$ cat src/rtl/slc3_pkg.sv
// rtl/slc3_pkg.sv - shared SLC-3 datapath types and widths
package slc3_pkg;

  localparam int WORD_W = 16;

  typedef enum logic [1:0] {
    IDLE   = 2'd0,
    ACCESS = 2'd1,
    DONE   = 2'd2
  } mem_state_t;

endpackage

$ cat src/rtl/mem_timeout_ctr.sv
// rtl/mem_timeout_ctr.sv - access timeout counter, used by mem_access_ctrl under MEM_TIMEOUT_EN
module mem_timeout_ctr #(
  parameter int TIMEOUT = 15
) (
  input  logic clk,
  input  logic reset_n,
  input  logic clear,
  input  logic tick,
  output logic expired
);

  localparam logic [7:0] LAST = 8'(TIMEOUT - 1);

  logic [7:0] cnt;

  always_ff @(posedge clk) begin
    if (!reset_n) begin
      cnt <= 8'd0;
    end else if (clear) begin
      cnt <= 8'd0;
    end else if (tick) begin
      cnt <= cnt + 8'd1;
    end
  end

  // Fires during the TIMEOUT-th ack-less cycle so DONE follows it directly.
  assign expired = tick && (cnt == LAST);

endmodule

$ cat src/rtl/mem_access_ctrl.sv
// rtl/mem_access_ctrl.sv - SLC-3 MAR/MDR owner and SRAM handshake FSM; MEM_TIMEOUT_EN adds access abort
module mem_access_ctrl
  import slc3_pkg::*;
#(
  parameter int TIMEOUT = 15
) (
  input  logic              clk,
  input  logic              reset_n,
  input  logic [WORD_W-1:0] bus,
  input  logic              ld_mar,
  input  logic              ld_mdr,
  input  logic              mem_req,
  input  logic              mem_we,
  output logic [WORD_W-1:0] mar,
  output logic [WORD_W-1:0] mdr,
  output logic              mem_ready,
  output logic              mem_err,
  output logic              sram_ce,
  output logic              sram_we,
  output logic [WORD_W-1:0] sram_addr,
  output logic [WORD_W-1:0] sram_wdata,
  input  logic [WORD_W-1:0] sram_rdata,
  input  logic              sram_ack
);

  mem_state_t state;
  logic       we_q;

`ifdef MEM_TIMEOUT_EN
  logic err_q;
  logic expired;

  mem_timeout_ctr #(.TIMEOUT(TIMEOUT)) u_timeout (
    .clk     (clk),
    .reset_n (reset_n),
    .clear   (state == IDLE && mem_req),
    .tick    (state == ACCESS && !sram_ack),
    .expired (expired)
  );
`else
  logic unused_timeout;
  assign unused_timeout = (TIMEOUT != 0);
`endif

  always_ff @(posedge clk) begin
    if (!reset_n) begin
      state <= IDLE;
      mar   <= '0;
      mdr   <= '0;
      we_q  <= 1'b0;
`ifdef MEM_TIMEOUT_EN
      err_q <= 1'b0;
`endif
    end else begin
      case (state)
        IDLE: begin
          if (ld_mar) mar <= bus;
          if (ld_mdr) mdr <= bus;
          if (mem_req) begin
            we_q  <= mem_we;
            state <= ACCESS;
`ifdef MEM_TIMEOUT_EN
            err_q <= 1'b0;
`endif
          end
        end
        ACCESS: begin
          // An ack in the expiring cycle still counts as a normal completion.
          if (sram_ack) begin
            if (!we_q) mdr <= sram_rdata;
            state <= DONE;
          end
`ifdef MEM_TIMEOUT_EN
          else if (expired) begin
            err_q <= 1'b1;
            state <= DONE;
          end
`endif
        end
        DONE:    state <= IDLE;
        default: state <= IDLE;
      endcase
    end
  end

  assign mem_ready  = (state == DONE);
  assign sram_ce    = (state == ACCESS);
  assign sram_we    = (state == ACCESS) && we_q;
  assign sram_addr  = mar;
  assign sram_wdata = mdr;
`ifdef MEM_TIMEOUT_EN
  assign mem_err    = (state == DONE) && err_q;
`else
  assign mem_err    = 1'b0;
`endif

endmodule

$ cat config.mk
export PLATFORM = sky130hd
export DESIGN_NAME = mem_access_ctrl
export DESIGN_NICKNAME = d
export VERILOG_FILES = /design/src/rtl/slc3_pkg.sv /design/src/rtl/mem_timeout_ctr.sv /design/src/rtl/mem_access_ctrl.sv
export SDC_FILE = /design/constraint.sdc
export NUM_CORES = 1
export LEC_CHECK = 0
export ABC_AREA = 1
export BUFFER_PORTS_ARGS = -buffer_cell sky130_fd_sc_hd__buf_2
export CORE_UTILIZATION = 39
export CTS_CLUSTER_DIAMETER = 120
export DETAILED_ROUTE_END_ITERATION = 8
export PLACE_DENSITY_LB_ADDON = 0.3
export SYNTH_ARGS = -nofsm -noshare
export SYNTH_HDL_FRONTEND = slang
export SYNTH_SLANG_ARGS = --single-unit
$ cat constraint.sdc
create_clock -name clk -period 1.1 [get_ports clk]
set_input_delay 0.11 -clock clk [delete_from_list [all_inputs] [get_ports clk]]
set_output_delay 0.11 -clock clk [all_outputs]
set_load 0.01 [all_outputs]
==> run summary, run 1 <==
Buffers on Ports - 105
Worst hold start - mem_we
CTS max path bufs - 2
Post-synthesis sequential area ratio - 38.0%
Leak - 1.46 nW
CP top delay family - simple AND/OR/NAND/NOR gates
Htree depth - 2
Syn-to-layout area delta - 44.1%
GR Util All Layers - 19.9%
Worst-Skew Late Latency - 0.29 ns
Dominant synthesized flop cell - dfxtp_1
CTS buffer count - 5
Mapped Area - 1840 um2
Ports - 107
Synth top area share - 38.0%
Layout Skew - 0.00285 ns
Final net count - 401
Status - complete, but fails checks
CTS Root Buffer Type - clkbuf_8
CTS tree - done
Pin count of the biggest net entering global routing - 22
Crit path required time - 1.29 ns
Worst path cell trace - inv_2 > nor2_4 > buf_6 > o21ai_4 > nand2_4 > nand2_1 > nand2_1 > nor2_1
Peak supply drop - 0.785 mV
Starting Density - 41.5%
Dpl hpwl - 3.41 mm
Synth cell types - 19
Core ar. - 4440 um2
Die X - 70.7 um
Power density cells - 1390 nW/um2
Routed Antenna Nets - 0
Slowest CP cell - dfxtp_4
Hold_buf cts - 0
YS warnings - 0
CP startpoint kind - flip-flop
FP Rows - 24
RSZ-0062 raised after global routing - yes
Hold path cells - 3
Post-Route WL - 5.24 mm
Setup TNS - -3.32 ns
EDFF count, synth - 0
Capturing point of the worst reg2reg path - mdr[10]$_SDFFE_PN0P_
Failing checks - design-rule violations, negative setup slack
Clk slew on worst S/H paths - 0.07 ns
Fmax - 0.789 GHz
Async set-reset flop share out of synthesis - 0%
Mapped Cells - 277
Layout cells sized above 1 - 50.7%
Flop2flop setup slack - -0.17 ns
Critical Path Sink Type - flip-flop
Die Area - 5000 um2
Comb power frac - 31.6%
Drt first pass iters - 6
Final worst slack - -0.168 ns
ANT cells - 0
Max Slew Vio Count - 0
NetSw - 0.00122 W
First-pass GRT wire length - 7.73 mm
Area contributors post-synth - dfxtp_1 (38%), nand2_1 (17%), buf_4 (14%)
Final Hold Fails - 0
Min-delay worst type - input pin to flip-flop
Worst r2r path cells - 8
Area leader, netlist - dfxtp_1
Final period util - 115%
DRC viols - 20
Clock Power Share - 27.8%
Sw Share - 33.0%
Most frequent cells after synthesis - nand2_1 (83), nor2_1 (67), dfxtp_1 (35)
CP arrival - 1.46 ns
Pint - 0.00248 W
Worst hold endpoint - we_q$_SDFFE_PN0P_
CP Class - flip-flop to flip-flop
Initial antenna violation count - 0
Maxcap violations - 0
Clk sinks - 35
DRT iter0 DRCs - 118
Pwr Total - 0.00370 W
Crit-path max FO - 8
Drt wl/cell - 12.6 um
Tmin final - 1.27 ns
Die Height - 70.7 um
GRT overflow - 0
Final Setup Violations - 35
Critical path's most frequent cell - nand2_1
Sequential share of power - 40.6%
Avg Cell Area, Syn - 6.65 um2
RD Place Congestion - 0.808
Total number of vias - 1,924
Syn nets - 316
#FFs+latches synth - 35
Reg2Reg Launch Point - state[0]$_SDFFE_PN0P_
Vias in the first global route - 1,676
Crit path largest cell delay - 0.37 ns
Vias/cell - 4.64
Top-count cell post-synth - nand2_1
CP bufs+invs - 2
-- what timing repair did --
| item | in CTS | in global routing |
|---|---|---|
| gates resized for setup | 39 | 59 |
| buffers inserted | 5 | 0 |
| pin swaps | 5 | 26 |
| gates cloned | 3 | 1 |
| endpoints found under the setup margin | 19 | 38 |
-- how the worst max path moves through the flow --
stage | start | end | cells after the start
after floorplan | state[0]$_SDFFE_PN0P_ | mdr[0]$_SDFFE_PN0P_ | 9
after global placement | state[1]$_SDFFE_PN0P_ | mdr[3]$_SDFFE_PN0P_ | 5
after detailed placement | state[1]$_SDFFE_PN0P_ | mdr[3]$_SDFFE_PN0P_ | 5
after CTS | state[0]$_SDFFE_PN0P_ | sram_we | 5
after global routing | state[0]$_SDFFE_PN0P_ | mdr[8]$_SDFFE_PN0P_ | 7
final | state[0]$_SDFFE_PN0P_ | mdr[10]$_SDFFE_PN0P_ | 8
-- registers in the layout, indices dropped and copies added (netlist names) --
name,flops
mar,16
state,2
we_q,1
mdr,16
-- power groups by stage --
stage | logic, W | registers [W] | clock network (W)
2_1_floorplan | 0.000647 | 0.00157 | 0
3_3_place_gp | 0.000912 | 0.00151 | 0
3_5_place_dp | 0.000918 | 0.00152 | 0
4_1_cts | 0.00103 | 0.00149 | 0.00104
5_1_grt | 0.00127 | 0.00152 | 0.00112
6_report | 0.00117 | 0.00150 | 0.00103
-- cell usage in the layout, fill, tap and decap left out --
| cell | Yosys | routed |
|---|---|---|
| clkbuf_16 | 0 | 1 |
| dfxtp_1 | 35 | 33 |
| inv_6 | 0 | 1 |
| nand2_4 | 0 | 5 |
| buf_8 | 2 | 1 |
| nor2_1 | 67 | 49 |
| dfxtp_4 | 0 | 2 |
| conb_1 | 1 | 1 |
| nand2_1 | 83 | 71 |
| clkbuf_1 | 3 | 1 |
| clkbuf_8 | 0 | 7 |
| inv_2 | 2 | 1 |
| buf_12 | 0 | 2 |
| buf_2 | 1 | 102 |
| nand2_2 | 0 | 10 |
| a21oi_2 | 0 | 1 |
| buf_4 | 34 | 2 |
| nor2_4 | 0 | 11 |
| a21oi_1 | 2 | 1 |
| o21ai_4 | 1 | 1 |
| o21a_4 | 0 | 1 |
| inv_4 | 0 | 1 |
| buf_6 | 3 | 11 |
| inv_1 | 21 | 20 |
| o21ai_2 | 0 | 15 |
| nor2_2 | 1 | 8 |
| nand2_8 | 1 | 1 |
| nor3_1 | 1 | 1 |
| o21ai_1 | 0 | 2 |
-- layout make-up --
cell class              instances  area, um2
clock buffers                   8        100
fillers                       432       1790
inverters                      23       93.8
multi-input cells             178        958
flip-flops and latches         35        708
well taps                      52       65.1
repair buffers                119        729
-- metrics by stage --
stage | cell area, um2 | util, % | worst slack [ns] | std cells | hold slack [ns]
after global routing | 2660 | 59.7 | -0.206 | 415 | 0.0966
after detailed placement | 2190 | 49.2 | -0.0136 | 398 | 0.395
after floorplan | 1850 | - | -0.00369 | 277 | 0.235
after CTS | 2430 | 54.7 | -0.117 | 414 | 0.0824
after global placement | 2190 | 49.2 | -0.0182 | 398 | 0.386
final | 2660 | 59.7 | -0.168 | 415 | 0.0940
-- worst reg2reg max path, delay by kind of cell, from the launching register on --
| family | cells | cell delay [ns] |
|---|---|---|
| buf+inv | 2 | 0.19 |
| simple gates | 5 | 0.49 |
| flops | 1 | 0.37 |
| compound gates | 1 | 0.11 |
-- cells by family after synthesis --
family	Yosys count	share of synthesized area, %
simple gates	153	32.2
buf+inv	67	23.1
flops	35	38.0
compound gates	21	6.45
other cells	1	0.203
-- routing by layer --
layer  vias up  GRT usage, %  wire length (um)
met2        90          34.1              2480
met4         0          4.89                53
met1       863          24.7              2290
met3         6          5.70               417
met5         -             0                 0
li1        965             -                 -
Note: power is estimated with default switching activity, not from simulation.
==> run 2, diff against run 1 <==
--- a/config.mk
+++ b/config.mk
@@ -7,6 +7,7 @@
 export LEC_CHECK = 0
 export ABC_AREA = 1
 export BUFFER_PORTS_ARGS = -buffer_cell sky130_fd_sc_hd__buf_2
+export CORE_ASPECT_RATIO = 2
 export CORE_UTILIZATION = 39
 export CTS_CLUSTER_DIAMETER = 120
 export DETAILED_ROUTE_END_ITERATION = 8
==> run 2 against run 1 <==
  * The flow finishes with violations (negative setup slack)
  * Non-clock buffer count is 2 lower
  * Maximum frequency is 1.7% higher
  * Critical path depth down 3
  * Routed wire length down 9.3%
  * Critical endpoint is now sram_we
==> run summary, run 2 (synthesis results as in run 1) <==
Status - complete, but fails checks
Failing checks - negative setup slack
FP Rows - 35 (+46%)
CP startpoint kind - flip-flop
CP arrival - 1.14 ns (-0.32 ns)
Final Setup Violations - 19 (-46%)
Capturing point of the worst reg2reg path - mdr[14]$_SDFFE_PN0P_
Final worst slack - -0.147 ns (+0.0215 ns)
DRT iter0 DRCs - 42 (-64%)
Htree depth - 2 (unchanged)
Sequential share of power - 38.3% (-2.3 points)
Initial antenna violation count - 0 (unchanged)
DRC viols - 0 (-100%)
Final Hold Fails - 0 (unchanged)
Leak - 1.41 nW (-3.5%)
CTS tree - done
Post-Route WL - 4.76 mm (-9.3%)
Reg2Reg Launch Point - state[0]$_SDFFE_PN0P_
Hold path cells - 3 (unchanged)
CTS Root Buffer Type - clkbuf_8
Clk slew on worst S/H paths - 0.07 ns (about the same)
Maxcap violations - 0 (unchanged)
Most frequent cells in the layout - buf_2 (103), nand2_1 (76), nor2_1 (65), dfxtp_1 (33), inv_1 (20)
Drt first pass iters - 4 (-2)
CTS buffer count - 5 (unchanged)
Dpl hpwl - 3.39 mm (-0.46%)
Max Slew Vio Count - 0 (unchanged)
Clk sinks - 35 (unchanged)
Setup WS pre-CTS - -0.0247 ns (-0.0112 ns)
Worst-Skew Late Latency - 0.29 ns (about the same)
Ports - 107 (unchanged)
Multi-input logic area - 790 um2 (-18%)
Die X - 50.6 um (-28%)
Pwr Total - 0.00388 W (+5.1%)
Placed cell areas - 2160 um2 (-1.1%)
Vias/cell - 4.45 (-3.9%)
Final period util - 113% (-2.0 points)
Commonest non-fill, non-tap cell in the layout - buf_2
Layout Skew - 0.00341 ns (+0.000554 ns)
Routed Antenna Nets - 0 (unchanged)
Hold slack - 0.0720 ns (-0.0220 ns)
Tmin final - 1.25 ns (-0.0215 ns)
Pint - 0.00273 W (+10%)
Syn-to-layout area delta - 32.9%
RD Place Congestion - 0.810 (+0.25%)
GR Util All Layers - 20.0% (+0.13 points)
First-pass GRT wire length - 7.50 mm (-3.0%)
ANT cells - 0 (unchanged)
Critical Path Sink Type - output port
Total number of vias - 1,853 (-3.7%)
Buffers on Ports - 105 (unchanged)
Vias in the first global route - 1,621 (-3.3%)
Layout Cell Area excl Fill - 2450 um2 (-7.8%)
Die Height - 99.2 um (+40%)
Top Registers - mar x16, mdr x16, state x2
CP Class - flip-flop to output port
Hold_buf cts - 0 (unchanged)
Min-delay worst type - input pin to flip-flop
Final net count - 399 (-0.50%)
Filler cells - 505 (+17%)
Worst r2r path cells - 5 (-3)
RSZ-0062 raised after global routing - yes
CTS max path bufs - 2 (unchanged)
Flop2flop setup slack - -0.13 ns (+0.04 ns)
FF+latch area - 703 um2 (-0.71%)
Sw Share - 29.7% (-3.3 points)
Worst hold endpoint - mar[6]$_SDFFE_PN0P_
Crit path required time - 0.99 ns (-0.30 ns)
Pin count of the biggest net entering global routing - 24 (+9.1%)
Core ar. - 4550 um2 (+2.5%)
Peak supply drop - 1.21 mV (+54%)
Comb power frac - 25.9% (-5.7 points)
Drt wl/cell - 11.4 um (-9.5%)
Setup TNS - -2.20 ns (+1.12 ns)
Die Area - 5020 um2 (+0.33%)
Layout cells sized above 1 - 40.4% (-10 points)
Starting Density - 40.5% (-1.0 points)
Clock Power Share - 35.9% (+8.1 points)
Worst hold start - bus[6]
NetSw - 0.00115 W (-5.4%)
Power density cells - 1590 nW/um2 (+14%)
GRT overflow - 0 (unchanged)
Fmax - 0.802 GHz (+1.7%)
Crit-path max FO - 4 (-4)
-- run 2: per-layer routing --
metal  wire, um  global-route usage (%)  up-vias
met2       2600                    37.9       69
li1           -                       -      958
met4        183                    10.5        0
met3        277                    4.28       13
met1       1690                    19.2      813
met5          0                       0        -
-- run 2: worst max path at each step --
stage | start | end | depth (start not counted)
finish | state[0]$_SDFFE_PN0P_ | sram_we | 5
global route | state[0]$_SDFFE_PN0P_ | mdr[5]$_SDFFE_PN0P_ | 6
CTS | state[0]$_SDFFE_PN0P_ | mdr[4]$_SDFFE_PN0P_ | 8
detailed placement | state[0]$_SDFFE_PN0P_ | mdr[12]$_SDFFE_PN0P_ | 7
global placement | state[0]$_SDFFE_PN0P_ | mdr[7]$_SDFFE_PN0P_ | 7
floorplan | state[0]$_SDFFE_PN0P_ | mdr[0]$_SDFFE_PN0P_ | 9
-- run 2: worst max-delay path, cell delays in order (launching register included) --
cell,delay [ns]
dfxtp_2,0.35
inv_2,0.04
nor2_4,0.17
clkinv_4,0.09
nor2_4,0.09
buf_6,0.10
-- run 2: power by group through the flow --
stage | combinational (W) | sequential (W) | clock (W)
after floorplan | 0.000647 | 0.00157 | 0
after global placement | 0.000892 | 0.00151 | 0
after detailed placement | 0.000899 | 0.00152 | 0
after CTS | 0.000995 | 0.00149 | 0.00142
after global routing | 0.00113 | 0.00150 | 0.00147
final | 0.00100 | 0.00149 | 0.00139
-- run 2: cell type report --
class                   instances  share of cell area [%]
multi-input cells             178                    32.2
flip-flops and latches         35                    28.7
repair buffers                117                    26.9
inverters                      23                    3.73
clock buffers                   5                    2.81
well taps                      55                    2.81
clock inverters                 3                    2.76
-- run 2: what timing repair did --
action / 4_1_cts / 5_1_grt
pin swaps: 8 / 4
resized for setup: 15 / 14
setup endpoints to repair: 19 / 37
gates cloned: 3 / 0
buffers inserted: 6 / 0
-- run 2: per-stage QoR --
step | util (%) | instances
after global routing | 53.8 | 416
after CTS | 53.2 | 416
after global placement | 47.5 | 399
after floorplan | - | 277
after detailed placement | 47.5 | 399
final | 53.8 | 416
==> run 3, diff against run 2 <==
--- a/config.mk
+++ b/config.mk
@@ -6,11 +6,11 @@
 export NUM_CORES = 1
 export LEC_CHECK = 0
 export ABC_AREA = 1
-export BUFFER_PORTS_ARGS = -buffer_cell sky130_fd_sc_hd__buf_2
 export CORE_ASPECT_RATIO = 2
-export CORE_UTILIZATION = 39
+export CORE_UTILIZATION = 49
 export CTS_CLUSTER_DIAMETER = 120
 export DETAILED_ROUTE_END_ITERATION = 8
+export DONT_BUFFER_PORTS = 1
 export PLACE_DENSITY_LB_ADDON = 0.3
 export SYNTH_ARGS = -nofsm -noshare
 export SYNTH_HDL_FRONTEND = slang
==> run 3 against run 2 <==
  * The run ends with negative hold slack, negative setup slack left
  * Sequential cell count unchanged
  * Cell area is 15% lower
  * Via count is 17% lower
  * Clock skew hardly changed
  * Non-clock buffer count fell by 91
  * Critical path depth decreased by 2
  * Clock-buffer cell count did not move
  * Utilization increased by 3.7 points
  * Combinational power is 21% lower
  * Register-to-register slack better by 0.07 ns
  * Routed wire length down 9.3%
  * Sequential share of layout area rose by 5.3 points
  * Critical path type unchanged
  * Largest cell class unchanged
==> run summary, run 3 (synthesis results as in run 1) <==
Status - complete, but fails checks
Failing checks - negative hold slack, negative setup slack
Most frequent cells in the layout - nand2_1 (71), nor2_1 (63), dfxtp_1 (33), inv_1 (20), buf_4 (18)
DRC viols - 0 (unchanged)
Crit path required time - 0.99 ns (about the same)
Max Slew Vio Count - 0 (unchanged)
CP arrival - 1.06 ns (-0.08 ns)
Total number of vias - 1,541 (-17%)
Htree depth - 2 (unchanged)
Ports - 107 (unchanged)
First-pass GRT wire length - 6.29 mm (-16%)
CTS max path bufs - 2 (unchanged)
Clk slew on worst S/H paths - 0.07 ns (about the same)
Initial antenna violation count - 0 (unchanged)
GR Util All Layers - 22.0% (+2.0 points)
Crit path largest cell delay - 0.36 ns (about the same)
Buffers on Ports - 0 (-100%)
Pin count of the biggest net entering global routing - 35 (+46%)
Top Layer Used - met4
Core ar. - 3610 um2 (-21%)
Die X - 45.4 um (-10%)
Filler cells - 365 (-28%)
CTS buffer count - 5 (unchanged)
RD Place Congestion - 0.730 (-9.9%)
Die Area - 4030 um2 (-20%)
Hold_buf cts - 1 (+1)
CP Class - flip-flop to output port
Commonest non-fill, non-tap cell in the layout - nand2_1
Final period util - 107% (-6.7 points)
Post-Route WL - 4.32 mm (-9.3%)
Drt wl/cell - 13.5 um (+18%)
Final worst slack - -0.0732 ns (+0.0734 ns)
GRT overflow - 0 (unchanged)
Peak supply drop - 0.975 mV (-19%)
RSZ-0062 raised after global routing - yes
WL met1 - 1.58 mm (-6.4%)
Fmax - 0.852 GHz (+6.3%)
Critical Path Sink Type - output port
WL met3 - 279 um (+0.72%)
Starting Density - 51.1% (+11 points)
Worst-Skew Late Latency - 0.29 ns (about the same)
Vias/cell - 4.83 (+8.5%)
CP top delay family - flip-flops
Power density cells - 1560 nW/um2 (-1.8%)
Pwr Total - 0.00323 W (-17%)
Min-delay worst type - input pin to flip-flop
Hold slack - -0.0704 ns (-0.142 ns)
Leak - 1.02 nW (-28%)
ANT cells - 0 (unchanged)
Final Hold Fails - 33 (+33)
Dpl hpwl - 2.80 mm (-17%)
Crit-path max FO - 6 (+2)
Layout Skew - 0.00359 ns (+0.000185 ns)
CP bufs+invs - 1 (-2)
Clk sinks - 35 (unchanged)
Worst path cell trace - nor2_4 > inv_6 > nor2_4
CTS Root Buffer Type - clkbuf_8
CTS tree - done
Tmin final - 1.17 ns (-0.0734 ns)
FP Rows - 31 (-11%)
Slowest CP cell - dfxtp_4
Maxcap violations - 0 (unchanged)
Routed wl met2 - 2.38 mm (-8.8%)
Drt first pass iters - 4 (unchanged)
Layout cells sized above 1 - 25.9% (-15 points)
Final Setup Violations - 28 (+9)
Critical path's most frequent cell - nor2_4
Syn-to-layout area delta - 12.5%
Top Registers - mar x16, mdr x16, state x2
CP startpoint kind - flip-flop
Die Height - 88.7 um (-11%)
Vias in the first global route - 1,390 (-14%)
DRT iter0 DRCs - 22 (-48%)
Final net count - 308 (-23%)
Routed Antenna Nets - 0 (unchanged)
run 3: final timing paths:
path | cells past startpoint | from | slack, ns | to
max | 3 | state[1]$_SDFFE_PN0P_ | -0.07 | sram_we
min reg2reg | 4 | mdr[2]$_SDFFE_PN0P_ | 0.52 | mdr[2]$_SDFFE_PN0P_
min | 2 | reset_n | -0.07 | mdr[6]$_SDFFE_PN0P_
max reg2reg | 6 | state[1]$_SDFFE_PN0P_ | -0.06 | mdr[7]$_SDFFE_PN0P_
run 3: repair_timing:
action	4_1_cts	5_1_grt
pin swaps	4	18
resized for setup	22	37
hold endpoints to repair	35	33
setup buffers	4	1
endpoints found under the setup margin	20	36
gates cloned	4	1
run 3: worst register-to-register path, cell delays in order (launching register included):
cell and delay, ns:
dfxtp_4 0.36, nor2_4 0.21, o21ai_4 0.16, nand2_4 0.17
nand2_1 0.07, nand2_1 0.06, nor2_1 0.04
run 3: cell type report:
| class | instances | area [um2] | area share, % |
|---|---|---|---|
| well taps | 49 | 61.3 | 2.96 |
| flip-flops and latches | 35 | 706 | 34.0 |
| clock inverters | 3 | 15.0 | 0.724 |
| multi-input cells | 178 | 853 | 41.2 |
| inverters | 23 | 93.8 | 4.53 |
| clock buffers | 5 | 68.8 | 3.32 |
| repair buffers | 26 | 275 | 13.3 |
run 3: stage by stage:
stage	utilization [%]	area, um2	setup WS, ns	TNS, ns	cells
4_1_cts	54.5	1970	-0.0936	-1.04	317
6_report	57.5	2070	-0.0732	-0.874	319
3_5_place_dp	47.7	1720	-0.0280	-0.186	300
5_1_grt	57.5	2070	-0.149	-3.03	319
3_3_place_gp	47.7	1720	-0.0107	-0.0324	300
2_1_floorplan	-	1850	-0.00369	-0.0348	277
run 3: per-layer routing:
layer / global-route usage (%) / vias to the layer above
met5: 0 / -
met4: 10.2 / 0
met3: 6.33 / 5
met2: 38.1 / 47
met1: 23.7 / 711
li1: - / 778
run 3: power by group:
group	internal (W)	switching, W
clock	0.000433	0.000456
sequential	0.00140	0.000156
combinational	0.000336	0.000453
